### src/rtl/nibble_divider_ctrl_if.sv
// Start/operand/result bundle for the nibble divider controller.
interface nibble_divider_ctrl_if #(
   parameter int WIDTH = 4
);
   logic             start;
   logic [WIDTH-1:0] X;
   logic [WIDTH-1:0] Y;
   logic [WIDTH-1:0] quotient;
   logic [WIDTH-1:0] remainder;
   logic             busy;
   logic             done;
   logic             div_by_zero;

   modport master (
      output start, X, Y,
      input  quotient, remainder, busy, done, div_by_zero
   );

   modport slave (
      input  start, X, Y,
      output quotient, remainder, busy, done, div_by_zero
   );
endinterface

### src/rtl/nibble_divider_ctrl.sv
// Sequential restoring divider: one trial subtraction per clock, busy/done handshake,
// divide-by-zero short-circuits straight to the result cycle.
module nibble_divider_ctrl #(
   parameter int WIDTH = 4
) (
   input  logic                  clk,
   input  logic                  rst_n,
   nibble_divider_ctrl_if.slave  bus
);
   localparam int CW = $clog2(WIDTH);

   typedef enum logic [1:0] {IDLE, CALC, DONE} state_t;

   state_t           state, state_nxt;
   logic [WIDTH-1:0] q_reg, d_reg;
   logic [WIDTH:0]   r_reg;
   logic [CW-1:0]    cnt;
   logic [WIDTH-1:0] quot, rem;
   logic             dbz;

   logic [WIDTH:0]   t, r_step;
   logic [WIDTH+1:0] sub;
   logic [WIDTH-1:0] q_step;
   logic             borrow, accept, y_zero, last;
   logic             r_msb_unused;

   assign y_zero = (bus.Y == '0);
   assign accept = bus.start && (state != CALC);
   assign last   = (cnt == CW'(WIDTH - 1));

   // Trial subtraction of D from the shifted partial remainder
   always_comb begin
      t      = {r_reg[WIDTH-1:0], q_reg[WIDTH-1]};
      sub    = {1'b0, t} - {2'b00, d_reg};
      borrow = sub[WIDTH+1];
      r_step = borrow ? t : sub[WIDTH:0];
      q_step = {q_reg[WIDTH-2:0], ~borrow};
   end

   // R stays below D after every restore, so its top bit never feeds back
   assign r_msb_unused = r_reg[WIDTH];

   always_ff @(posedge clk or negedge rst_n) begin
      if (!rst_n) state <= IDLE;
      else        state <= state_nxt;
   end

   always_comb begin
      state_nxt = state;
      case (state)
         IDLE, DONE: begin
            if (bus.start) state_nxt = y_zero ? DONE : CALC;
            else           state_nxt = IDLE;
         end
         CALC:    if (last) state_nxt = DONE;
         default: state_nxt = IDLE;
      endcase
   end

   always_comb begin
      bus.busy = (state == CALC);
      bus.done = (state == DONE);
   end

   always_ff @(posedge clk or negedge rst_n) begin
      if (!rst_n) begin
         q_reg <= '0;
         d_reg <= '0;
         r_reg <= '0;
         cnt   <= '0;
      end else if (accept && !y_zero) begin
         q_reg <= bus.X;
         d_reg <= bus.Y;
         r_reg <= '0;
         cnt   <= '0;
      end else if (state == CALC) begin
         q_reg <= q_step;
         r_reg <= r_step;
         cnt   <= cnt + 1'b1;
      end
   end

   // Results move only on a completion edge, so they hold through the next busy period
   always_ff @(posedge clk or negedge rst_n) begin
      if (!rst_n) begin
         quot <= '0;
         rem  <= '0;
         dbz  <= 1'b0;
      end else if (accept && y_zero) begin
         quot <= '1;
         rem  <= bus.X;
         dbz  <= 1'b1;
      end else if (state == CALC && last) begin
         quot <= q_step;
         rem  <= r_step[WIDTH-1:0];
         dbz  <= 1'b0;
      end
   end

   assign bus.quotient    = quot;
   assign bus.remainder   = rem;
   assign bus.div_by_zero = dbz;
endmodule

### src/flat_wrapper.sv
// flat-port wrapper written by rule: the top's interface ports become plain ports
module nibble_divider_ctrl_flat 
#(
   parameter int WIDTH = 4
)
  (clk, rst_n, bus_start, bus_X, bus_Y, bus_quotient, bus_remainder, bus_busy, bus_done, bus_div_by_zero);
  nibble_divider_ctrl_if #(.WIDTH(WIDTH)) bus_i ();
  input  logic clk;
  input  logic rst_n;
  input wire logic [$bits(bus_i.start)-1:0] bus_start;
  input wire logic [$bits(bus_i.X)-1:0] bus_X;
  input wire logic [$bits(bus_i.Y)-1:0] bus_Y;
  output wire logic [$bits(bus_i.quotient)-1:0] bus_quotient;
  output wire logic [$bits(bus_i.remainder)-1:0] bus_remainder;
  output wire logic [$bits(bus_i.busy)-1:0] bus_busy;
  output wire logic [$bits(bus_i.done)-1:0] bus_done;
  output wire logic [$bits(bus_i.div_by_zero)-1:0] bus_div_by_zero;
  assign bus_i.start = bus_start;
  assign bus_i.X = bus_X;
  assign bus_i.Y = bus_Y;
  assign bus_quotient = bus_i.quotient;
  assign bus_remainder = bus_i.remainder;
  assign bus_busy = bus_i.busy;
  assign bus_done = bus_i.done;
  assign bus_div_by_zero = bus_i.div_by_zero;
  nibble_divider_ctrl #(.WIDTH(WIDTH)) u_core (.clk(clk), .rst_n(rst_n), .bus(bus_i));
endmodule
### config.mk
export PLATFORM = sky130hd
export DESIGN_NAME = nibble_divider_ctrl_flat
export DESIGN_NICKNAME = d
export VERILOG_FILES = /design/src/rtl/nibble_divider_ctrl_if.sv /design/src/rtl/nibble_divider_ctrl.sv /design/src/flat_wrapper.sv
export SDC_FILE = /design/constraint.sdc
export NUM_CORES = 1
export LEC_CHECK = 0
export ABC_CLOCK_PERIOD_IN_PS = 3000
export CAP_MARGIN = 5
export CORE_MARGIN = 4
export CORE_UTILIZATION = 30
export CTS_BUF_LIST = sky130_fd_sc_hd__clkbuf_16
export DETAILED_ROUTE_END_ITERATION = 8
export PLACE_DENSITY = 0.52
export RECOVER_POWER = 25
export SLEW_MARGIN = 15
export SYNTH_ARGS = -nofsm -noshare
export SYNTH_HDL_FRONTEND = slang
export SYNTH_SLANG_ARGS = --single-unit
### constraint.sdc
create_clock -name clk -period 3 [get_ports clk]
set_input_delay 0.45 -clock clk [delete_from_list [all_inputs] [get_ports clk]]
set_output_delay 0.45 -clock clk [all_outputs]
set_load 0.005 [all_outputs]
==> impl_metrics.sql <==
INSERT INTO impl_metrics (metric_group, metric, value, unit) VALUES
('outcome', 'status', 'finished clean', ''),
('critical_path', 'crit_path_max_fanout', '18', ''),
('sta', 'final_min_period_over_clock_period', '0.7711', ''),
('sta', 'hold_viol', '0', ''),
('placed_design', 'place.port_buffers', '21', ''),
('yosys', 'post_synth_edffs', '0', ''),
('sta', 'finalClockSkew', '1.868', 'ps'),
('sta', 'rsz0062_at_grt', 'false', ''),
('clock_network', 'clk_path_buf_depth', '2', ''),
('placed_design', 'placed_area', '1543', 'um^2'),
('global_route', 'antenna_found_initial', '0', ''),
('placed_design', 'place_hpwl', '2.323', 'mm'),
('clock_network', 'cts_max_level', '1', ''),
('critical_path', 'crit_path_end_kind', 'primary output', ''),
('power_and_ir_drop', 'leakagePower', '0.6983', 'nW'),
('yosys', 'synth_cell_types', '40', ''),
('floorplan', 'floorplan.initialDensity', '0.3175', ''),
('yosys', 'synthDominantCellAreaShare', '0.4822', ''),
('floorplan', 'io_pins', '22', ''),
('yosys', 'post_synth_inst_count', '128', ''),
('drt', 'drt-pass1-iter-count', '4', ''),
('yosys', 'ys_top_cells_by_area', 'dfrtp_1 (48%), ha_1 (4.8%), mux2i_1 (3.9%), nand3_1 (3.9%), o21ai_0 (3.9%)', ''),
('critical_path', 'rr_endpoint', 'u_core.bus.remainder[3]', ''),
('critical_path', 'critPathLaunch', 'u_core.state[1]', ''),
('critical_path', 'critical_path.reg2reg.startpoint', 'u_core.r_reg[0]', ''),
('yosys', 'syn-num-nets', '145', ''),
('global_route', 'grt_pass1_wl', '5.457', 'mm'),
('sta', 'timing.final.setup_violations', '0', ''),
('finish', 'nets', '166', ''),
('clock_network', 'num_cts_buffers', '3', ''),
('clock_network', 'cts-resized-gates', '0', ''),
('drt', 'drt_drc_violations_left', '0', ''),
('critical_path', 'critical_path_class', 'flip-flop to primary output', ''),
('finish', 'fillerInstances', '407', ''),
('job', 'max_cap_viol_count', '0', ''),
('sta', 'maxClockFrequency', '432.3', 'MHz'),
('critical_path', 'critPathLaunchType', 'flip-flop', ''),
('global_route', 'grt_util_overall', '0.1280', ''),
('clock_network', 'clk_root_buffer_cell', 'clkbuf_16', ''),
('yosys', 'avgSynthCellArea', '10.14', 'um^2'),
('critical_path', 'cp_data_required_time', '2550', 'ps'),
('floorplan', 'chipWidth', '73.77', 'um'),
('floorplan', 'die_y', '73.77', 'um'),
('drt', 'wirelength', '3.054', 'mm'),
('critical_path', 'ff2ff_path_depth', '5', ''),
('critical_path', 'critical_path.slowest_cell', 'clkdlybuf4s50_1', ''),
('worst_hold_path', 'hold_path_end', 'u_core.bus.div_by_zero', ''),
('sta', 'timing_max_transition_violations_final', '0', ''),
('finish', 'antenna_diode_instance_count', '0', ''),
('finish', 'drive_above_1_share', '0.06757', ''),
('power_and_ir_drop', 'p_per_area', '1125', 'nW/um^2'),
('sta', 'period_needed', '2313', 'ps'),
('clock_network', 'tritoncts', 'built', ''),
('worst_hold_path', 'worstHoldStart', 'u_core.bus.div_by_zero', ''),
('critical_path', 'cp.arrival', '1860', 'ps'),
('yosys', 'netlist.top_cell.by_area', 'dfrtp_1', ''),
('clock_network', 'clkLatencyLatePin', '260', 'ps'),
('critical_path', 'timing.critical_path.cells', 'nand2b_1, buf_4, inv_1, clkdlybuf4s50_1', ''),
('clock_network', 'postCtsSetupBuffers', '0', ''),
('yosys', 'ys_seq_elements', '25', ''),
('yosys', 'synth.yosys.warnings', '0', ''),
('critical_path', 'critPathTopFamily', 'buffers and inverters', ''),
('sta', 'fin_setup_tns', '0', 'ps'),
('power_and_ir_drop', 'power.ir.vdd_worst', '0.2970', 'mV'),
('critical_path', 'critical_path.max_stage_delay', '580', 'ps'),
('yosys', 'synth-seq-area-share', '0.4822', ''),
('floorplan', 'dieArea', '5441', 'um^2'),
('sta', 'worstMarginPinSlew', '1404', 'ps'),
('drt', 'routedWlPerCell', '15.42', 'um'),
('yosys', 'syn_area', '1297', 'um^2'),
('yosys', 'post-synth-top-count-cell', 'dfrtp_1', '');
-- worst register-to-register path, cell delays in order (launching register included) --
cell and delay [ps]:
dfrtp_1 440, ha_1 310, nor2b_1 150, o31a_1 290
a311o_1 340, o221ai_1 200
-- cells in the final DEF (no fill, tap or decap), types with 4 or more instances in the layout --
master / netlist / layout
nor2_1: 9 / 9
inv_1: 7 / 7
clkdlybuf4s50_1: 0 / 20
o31ai_1: 4 / 4
o21ai_0: 10 / 10
dfrtp_1: 25 / 25
ha_1: 5 / 5
mux2i_1: 5 / 5
nand2_1: 10 / 10
nor3_1: 5 / 5
nand3_1: 10 / 10
-- stage by stage --
stage               hold WS, ps  power, mW  setup slack, ps  instances  utilization
floorplan                 154.4      1.201             1366        128            -
global placement          461.0      1.526            949.9        194       0.3775
detailed placement        472.5      1.545            892.8        194       0.3775
CTS                       492.6      1.851            676.5        198       0.3971
global route              521.6      2.007            547.5        198       0.3962
finish                    486.3      1.822            686.8        198       0.3962
-- cell type report --
class	count	area [um^2]	area share
flip-flops and latches	25	625.6	0.3864
multi-input cells	89	603.1	0.3725
repair buffers	23	221.5	0.1368
clock buffers	3	75.07	0.04637
well taps	50	62.56	0.03864
inverters	7	26.28	0.01623
clock inverters	1	5.005	0.003091
-- where the power goes --
| group | total, mW | switching [mW] | internal (mW) | leakage, nW |
|---|---|---|---|---|
| sequential | 0.617 | 0.113 | 0.504 | 0.304 |
| combinational | 0.909 | 0.486 | 0.423 | 0.354 |
| clock | 0.296 | 0.116 | 0.179 | 0.0409 |
-- worst max path at each step --
| stage | to | cells after the start |
|---|---|---|
| 6_report | bus_busy | 4 |
| 5_1_grt | bus_busy | 4 |
| 4_1_cts | bus_busy | 4 |
| 3_5_place_dp | u_core.d_reg[0] | 5 |
| 3_3_place_gp | u_core.d_reg[0] | 5 |
| 2_1_floorplan | u_core.bus.remainder[3] | 5 |
-- metal layers --
| layer | up-vias | wire length (um) | global-route usage |
|---|---|---|---|
| met5 | - | 0 | 0 |
| li1 | 503 | - | - |
| met2 | 19 | 1479 | 0.2008 |
| met1 | 519 | 1471 | 0.1785 |
| met3 | 2 | 89 | 0.02052 |
| met4 | 0 | 13 | 0.04225 |
-- logic make-up (layout without fill, tap and decap cells) --
family / Yosys count / in the layout / share of synthesized area
AO/OA/AOI/OAI: 31 / 31 / 0.1611
adder cells (fa/ha/maj): 6 / 6 / 0.06365
buffers and inverters: 14 / 34 / 0.05303
XOR/XNOR: 1 / 1 / 0.006751
multiplexers: 6 / 6 / 0.04725
flip-flops: 25 / 25 / 0.4822
AND/OR/NAND/NOR: 45 / 45 / 0.1861
Power figures use the tool's default switching activity.
